[config.mk]
export PLATFORM = sky130hd
export DESIGN_NAME = mem_ctrl
export DESIGN_NICKNAME = d
export VERILOG_FILES = /design/src/rtl/mem_ctrl_pkg.sv /design/src/rtl/mem_ctrl.sv
export SDC_FILE = /design/constraint.sdc
export NUM_CORES = 1
export LEC_CHECK = 0
export CORE_UTILIZATION = 45
export CTS_BUF_LIST = sky130_fd_sc_hd__clkbuf_2
export CTS_CLUSTER_DIAMETER = 60
export DETAILED_ROUTE_END_ITERATION = 7
export MAX_ROUTING_LAYER = met4
export PLACE_DENSITY = 0.87
export SKIP_LAST_GASP = 1
export SLEW_MARGIN = 5
export SYNTH_ARGS = -nofsm -noshare
export SYNTH_HDL_FRONTEND = slang
export SYNTH_SLANG_ARGS = --single-unit
[constraint.sdc]
create_clock -name clk_in -period 3 [get_ports clk_in]
set_input_delay 0.3 -clock clk_in [delete_from_list [all_inputs] [get_ports clk_in]]
set_output_delay 0.3 -clock clk_in [all_outputs]
set_load 0.02 [all_outputs]
[src/rtl/mem_ctrl_pkg.sv]
// Shared constants for the byte-wide RAM port controller: MEM op/length codes,
// the zero word and the controller's state and port-owner encodings.
package mem_ctrl_pkg;

    localparam logic [1:0] MEM_NOP  = 2'd0;
    localparam logic [1:0] MEM_LOAD = 2'd1;
    localparam logic [1:0] MEM_SAVE = 2'd2;

    localparam logic [1:0] MEM_BYTE = 2'd0;
    localparam logic [1:0] MEM_HALF = 2'd1;
    localparam logic [1:0] MEM_WORD = 2'd2;

    localparam logic [31:0] ZeroWord = 32'h0000_0000;

    typedef enum logic [1:0] {
        IDLE  = 2'd0,
        READ  = 2'd1,
        WRITE = 2'd2,
        DONE  = 2'd3
    } state_e;

    typedef enum logic {
        PORT_IF  = 1'b0,
        PORT_MEM = 1'b1
    } port_e;

endpackage

[src/rtl/mem_ctrl.sv]
// Arbitrates the single byte-wide RAM port between instruction fetch and the MEM
// stage, splitting each request into little-endian byte transfers.
module mem_ctrl
    import mem_ctrl_pkg::*;
#(
    parameter int ADDR_W = 32,
    parameter int IF_LEN = 4
) (
    input  logic              clk_in,
    input  logic              rst_in,
    input  logic              rdy_in,
    input  logic              if_req,
    input  logic [ADDR_W-1:0] if_addr,
    output logic              if_fin,
    output logic [31:0]       if_data,
    input  logic [1:0]        mem_op,
    input  logic [1:0]        mem_len,
    input  logic [ADDR_W-1:0] mem_addr,
    input  logic [31:0]       mem_data,
    output logic              mem_fin,
    output logic [31:0]       mem_out,
    input  logic [7:0]        ram_din,
    output logic [7:0]        ram_dout,
    output logic [ADDR_W-1:0] ram_a,
    output logic              ram_wr
);

    localparam logic [2:0] IF_N = 3'(IF_LEN);

    function automatic logic [2:0] lenToBytes(input logic [1:0] len);
        case (len)
            MEM_BYTE: return 3'd1;
            MEM_HALF: return 3'd2;
            default:  return 3'd4;
        endcase
    endfunction

    state_e              state_q, state_d;
    port_e               port_q, port_d;
    logic                load_q, load_d;
    logic [2:0]          n_q, n_d;
    logic [2:0]          k_q, k_d;
    logic [ADDR_W-1:0]   addr_q, addr_d;
    logic [31:0]         data_q, data_d;
    logic [31:0]         asm_q, asm_d;
    logic [ADDR_W-1:0]   ramA_q, ramA_d;
    logic [7:0]          ramDout_q, ramDout_d;
    logic                wr_q, wr_d;

    logic [2:0]          kNext;
    logic [1:0]          kNextLo;
    logic [1:0]          kPrevLo;

    assign kNext   = k_q + 3'd1;
    assign kNextLo = 2'(k_q + 3'd1);
    assign kPrevLo = 2'(k_q - 3'd1);

    always_ff @(posedge clk_in) begin
        if (rst_in) begin
            state_q   <= IDLE;
            port_q    <= PORT_IF;
            load_q    <= 1'b0;
            n_q       <= 3'd0;
            k_q       <= 3'd0;
            addr_q    <= '0;
            data_q    <= ZeroWord;
            asm_q     <= ZeroWord;
            ramA_q    <= '0;
            ramDout_q <= 8'h00;
            wr_q      <= 1'b0;
        end else if (rdy_in) begin
            state_q   <= state_d;
            port_q    <= port_d;
            load_q    <= load_d;
            n_q       <= n_d;
            k_q       <= k_d;
            addr_q    <= addr_d;
            data_q    <= data_d;
            asm_q     <= asm_d;
            ramA_q    <= ramA_d;
            ramDout_q <= ramDout_d;
            wr_q      <= wr_d;
        end
    end

    // RAM-side outputs are registered one cycle ahead: the cycle that decides
    // byte k+1 loads its address/data so it appears on the pins next cycle.
    always_comb begin
        state_d   = state_q;
        port_d    = port_q;
        load_d    = load_q;
        n_d       = n_q;
        k_d       = k_q;
        addr_d    = addr_q;
        data_d    = data_q;
        asm_d     = asm_q;
        ramA_d    = ramA_q;
        ramDout_d = ramDout_q;
        wr_d      = wr_q;

        case (state_q)
            IDLE: begin
                ramA_d    = '0;
                ramDout_d = 8'h00;
                wr_d      = 1'b0;
                if (mem_op != MEM_NOP) begin
                    port_d = PORT_MEM;
                    load_d = (mem_op == MEM_LOAD);
                    n_d    = lenToBytes(mem_len);
                    k_d    = 3'd0;
                    addr_d = mem_addr;
                    data_d = mem_data;
                    asm_d  = ZeroWord;
                    ramA_d = mem_addr;
                    if (mem_op == MEM_LOAD) begin
                        state_d = READ;
                    end else begin
                        state_d   = WRITE;
                        wr_d      = 1'b1;
                        ramDout_d = mem_data[7:0];
                    end
                end else if (if_req) begin
                    port_d  = PORT_IF;
                    load_d  = 1'b1;
                    n_d     = IF_N;
                    k_d     = 3'd0;
                    addr_d  = if_addr;
                    data_d  = ZeroWord;
                    asm_d   = ZeroWord;
                    ramA_d  = if_addr;
                    state_d = READ;
                end
            end

            // Byte k-1 returns while address k is on the pins, so READ runs N+1 cycles.
            READ: begin
                if (k_q != 3'd0) begin
                    asm_d[{kPrevLo, 3'b000} +: 8] = ram_din;
                end
                if (k_q == n_q) begin
                    state_d = DONE;
                    ramA_d  = '0;
                end else begin
                    k_d    = kNext;
                    ramA_d = (kNext < n_q) ? addr_q + ADDR_W'(kNext) : '0;
                end
            end

            WRITE: begin
                if (k_q == 3'(n_q - 3'd1)) begin
                    state_d   = DONE;
                    ramA_d    = '0;
                    ramDout_d = 8'h00;
                    wr_d      = 1'b0;
                end else begin
                    k_d       = kNext;
                    ramA_d    = addr_q + ADDR_W'(kNext);
                    ramDout_d = data_q[{kNextLo, 3'b000} +: 8];
                    wr_d      = 1'b1;
                end
            end

            DONE: begin
                state_d = IDLE;
            end

            default: begin
                state_d = IDLE;
            end
        endcase
    end

    // fin is gated by rdy_in so a frozen DONE cycle cannot look like repeated pulses.
    always_comb begin
        if_fin  = rdy_in && (state_q == DONE) && (port_q == PORT_IF);
        mem_fin = rdy_in && (state_q == DONE) && (port_q == PORT_MEM);
        if_data = if_fin ? asm_q : ZeroWord;
        mem_out = (mem_fin && load_q) ? asm_q : ZeroWord;
    end

    assign ram_a    = ramA_q;
    assign ram_dout = ramDout_q;
    assign ram_wr   = wr_q & rdy_in;

endmodule

==> impl_summary.md <==
CTS
The clock-pin slew on the worst setup and hold paths is 0.20 ns. The worst-case clock buffer depth is 2. TritonCTS built the clock tree. The H-tree was split into 4 levels.

At the later pin of the worst-skew pair, clock insertion delay measures 0.76 ns. The clock root buffer is sky130_fd_sc_hd__clkbuf_2. Buffers inserted during clock tree synthesis total 17. Clock tree synthesis found a total of 147 sinks.

Critical path
The data arrival time at the worst-slack endpoint is 2.54 ns. The required time reported for the critical path endpoint is 2.70 ns. The worst setup path is captured at a primary output. The path type of the worst setup path is flop to primary output.

Of all nets on the critical path, the largest fanout is 33. The startpoint kind of the worst setup timing path is a flop.

Floorplanning
The overall die area is 17,800 sq um. The number of core rows is 47. The core area is 16,700 sq um. The die width is 133 microns. The die is 133 microns tall. The effective utilization at floorplan is 0.465. 219 I/O pins were placed.

Timing
The worst path needs 2.84 ns of the cycle, external delays included. The clock skew is 0.0267 ns. The slew of the pin with the lowest slew margin is 0.932 ns. The worst hold margin is 0.169 ns. The relative slew slack is 0.374. Setup repair after global routing left no endpoint under its margin. For this run, the top clock speed supported by timing is 0.352 GHz. For the final routed database, the setup TNS stands at 0 ns. The final hold violation count is 0.

The final max-slew violation count is 0. Setup violations remaining at the end of the flow were counted as 0. Dividing the final minimum period by the clock period gives 0.947.

Global route
The combined global-route utilization of all metal layers is 0.260. The number of antenna violations at the first check in global routing is 1. The first global-routing pass estimated 35,900 microns of wire.

The number of global-route vias before repair is 7,154. Global routing finished with a remaining overflow of 0. Entering global routing, the biggest net connects 66 pins.

Logic synthesis
Counting flops with an async set or reset pin after synthesis yields a share of 0. In the synthesized netlist, the number of instances is 899. Synthesis inferred 147 register bits. The number of warnings reported in the yosys synthesis log is 0. The most used flip-flop cell after synthesis is sky130_fd_sc_hd__dfxtp_1. The number of enable-type register cells in the synthesized netlist is 0.

The per-instance average area after synthesis is 8.65 sq um. The total standard cell area after synthesis is 7770 sq um. Counting every net in the synthesized netlist gives 1,030. After synthesis, the netlist uses 63 different library cells.

The synthesized design spends more area on one cell type than any other, namely sky130_fd_sc_hd__dfxtp_1. The register area share after synthesis is 0.379. By area the synthesized netlist is led by sky130_fd_sc_hd__dfxtp_1 38%, sky130_fd_sc_hd__nor2_1 6.4%, sky130_fd_sc_hd__a22oi_1 6.3%. Of the post-synthesis cell area, the dominant cell type holds 0.379.

Job
Max-cap violations in this run came to 0.

Final layout
The number of nets in the layout is 1,209. The number of non-filler instances in the completed layout is 1,312. The layout overhead on the synthesized area is 33.3%. The fraction of layout instances using a drive strength above 1 is 0.0706.

Placement
At the end of routability-driven placement, the weighted congestion stood at 0.872. The total half-perimeter wirelength after legalization and detailed placement is 15,800 microns. Buffers placed on the I/O ports in this run total 218. The instance count after placement with tap cells included is 1,277.

Pwr
For this design the static power due to leakage is 3.88 nW. Dividing total power by cell area gives a power density of 470 nW/um^2. The overall power after layout is 0.00486 W. The worst vdd rail ir drop is 0.319 mV.

Drt
The pre-antenna-repair detailed-routing pass consisted of 6 iterations. The detailed-route DRC error count is 0. In this run the remaining antenna-violating nets after routing total 0.

The detailed router placed 7,650 vias in this run. The total wire length is 22,500 microns. The starting DRC count in detailed routing is 641. In the routed layout, each cell is associated on average with a via count of 5.83.

The average wire per standard cell is 17.2 microns.

Status
The flow ran to the end, and the final reports show no timing, DRC or antenna violations.

Hold path
In this run the worst hold path is classified as input port to flop.
-- timing repair --
action                     4_1_cts  5_1_grt
hold endpoints to repair        31        0
hold buffers                     1        0
buffers inserted                 0        0
setup endpoints to repair        0       65
resized for setup                0        9
-- logic make-up after synthesis --
kind of cell | share of synthesized area
and+or+nand+nor | 0.206
AOI/OAI and AO/OA | 0.236
DFF | 0.379
buffers and inverters | 0.0480
muxes | 0.0787
adders and majority gates | 0.0316
xor gates and xnor gates | 0.0211
-- layout make-up --
cell class	count	area, sq um
inverter	14	52.6
sequential	147	2950
multi-input combinational	660	4480
clock inverter	14	144
tap	220	275
timing repair buffer	238	2370
fill	1431	6340
clock buffer	18	90.1
antenna	1	2.50
-- registers in the layout, summed over array words and instances (netlist names) --
| signal | flops |
|---|---|
| addr_q | 32 |
| asm_q | 32 |
| data_q | 32 |
| ram_a | 32 |
| ram_dout | 8 |
| k_q | 3 |
| n_q | 3 |
| state_q | 2 |
| load_q | 1 |
| port_q | 1 |
| wr_q | 1 |
-- through the flow --
step                      setup slack, ns  cell area (sq um)  utilization
after detailed placement            0.377              10100        0.604
after global routing            0.0000200              10400        0.620
after CTS                          0.0348              10300        0.619
final                               0.158              10400        0.620
after global placement              0.477              10100        0.604
after floorplan                    0.0511               7770            -
-- worst max-delay path, cell delays in order, from the launching register on --
cell and delay, ns:
sky130_fd_sc_hd__dfxtp_2 0.42, sky130_fd_sc_hd__ha_1 0.17, sky130_fd_sc_hd__and3_1 0.15, sky130_fd_sc_hd__buf_4 0.26
sky130_fd_sc_hd__and3_1 0.20, sky130_fd_sc_hd__clkdlybuf4s50_1 0.60
-- metal layers --
metal | track usage | vias to the layer above | wire, microns | share of wire
li1 | - | 3649 | - | -
met1 | 0.306 | 3634 | 9310 | 0.41
met5 | - | - | 0 | 0
met3 | 0.0540 | 54 | 1380 | 0.061
met2 | 0.425 | 313 | 11100 | 0.49
met4 | 0.121 | 0 | 757 | 0.034
-- where the power goes --
group / total, W / internal [W] / switching (W)
Clock: 0.00116 / 0.000448 / 0.000710
Combinational: 0.00141 / 0.000613 / 0.000796
Sequential: 0.00230 / 0.00213 / 0.000168
Total: 0.00486 / 0.00319 / 0.00167
-- synth_stat cells, types with 9 or more instances --
cell type and n:
sky130_fd_sc_hd__dfxtp_1 147, sky130_fd_sc_hd__nor2_1 133, sky130_fd_sc_hd__a22oi_1 65, sky130_fd_sc_hd__clkbuf_1 52, sky130_fd_sc_hd__o21ai_0 48, sky130_fd_sc_hd__a211oi_1 45
sky130_fd_sc_hd__mux2i_1 42, sky130_fd_sc_hd__and3_1 39, sky130_fd_sc_hd__and2_1 34, sky130_fd_sc_hd__nor2b_1 22, sky130_fd_sc_hd__a21oi_1 21, sky130_fd_sc_hd__o21a_1 21
sky130_fd_sc_hd__ha_1 18, sky130_fd_sc_hd__buf_2 16, sky130_fd_sc_hd__nand2_1 16, sky130_fd_sc_hd__nor3_1 16, sky130_fd_sc_hd__a31oi_1 14, sky130_fd_sc_hd__inv_1 14
sky130_fd_sc_hd__o211ai_1 14, sky130_fd_sc_hd__nor4_1 12, sky130_fd_sc_hd__nand4_1 10, sky130_fd_sc_hd__xnor2_1 10, sky130_fd_sc_hd__nand3_1 9, sky130_fd_sc_hd__o31a_1 9
-- path summary, 6_finish.rpt --
kind                              startpoint          end  slack, ns  depth (start not counted)
worst max-delay path              state_q[0]   mem_out[3]       0.16                          5
worst min-delay path            mem_data[11]   data_q[11]       0.17                          3
worst max register to register        k_q[1]    ram_a[24]       0.34                          9
worst min register to register   ram_dout[3]  ram_dout[3]       0.52                          2
-- cells in the final DEF, fill, tap and decap left out, types with 12 or more instances in the layout --
master                              n
sky130_fd_sc_hd__nor2b_1           21
sky130_fd_sc_hd__a211oi_1          45
sky130_fd_sc_hd__a31oi_1           14
sky130_fd_sc_hd__buf_4             17
sky130_fd_sc_hd__nor3_1            16
sky130_fd_sc_hd__inv_1             14
sky130_fd_sc_hd__o21ai_0           48
sky130_fd_sc_hd__nor4_1            12
sky130_fd_sc_hd__o211ai_1          14
sky130_fd_sc_hd__nand2_1           16
sky130_fd_sc_hd__clkbuf_2          18
sky130_fd_sc_hd__nor2_1           130
sky130_fd_sc_hd__ha_1              18
sky130_fd_sc_hd__dfxtp_1          144
sky130_fd_sc_hd__a22oi_1           65
sky130_fd_sc_hd__o21a_1            21
sky130_fd_sc_hd__clkdlybuf4s50_1  215
sky130_fd_sc_hd__a21oi_1           21
sky130_fd_sc_hd__and3_1            39
sky130_fd_sc_hd__mux2i_1           42
sky130_fd_sc_hd__and2_1            34
(Power assumes the default switching activity.)
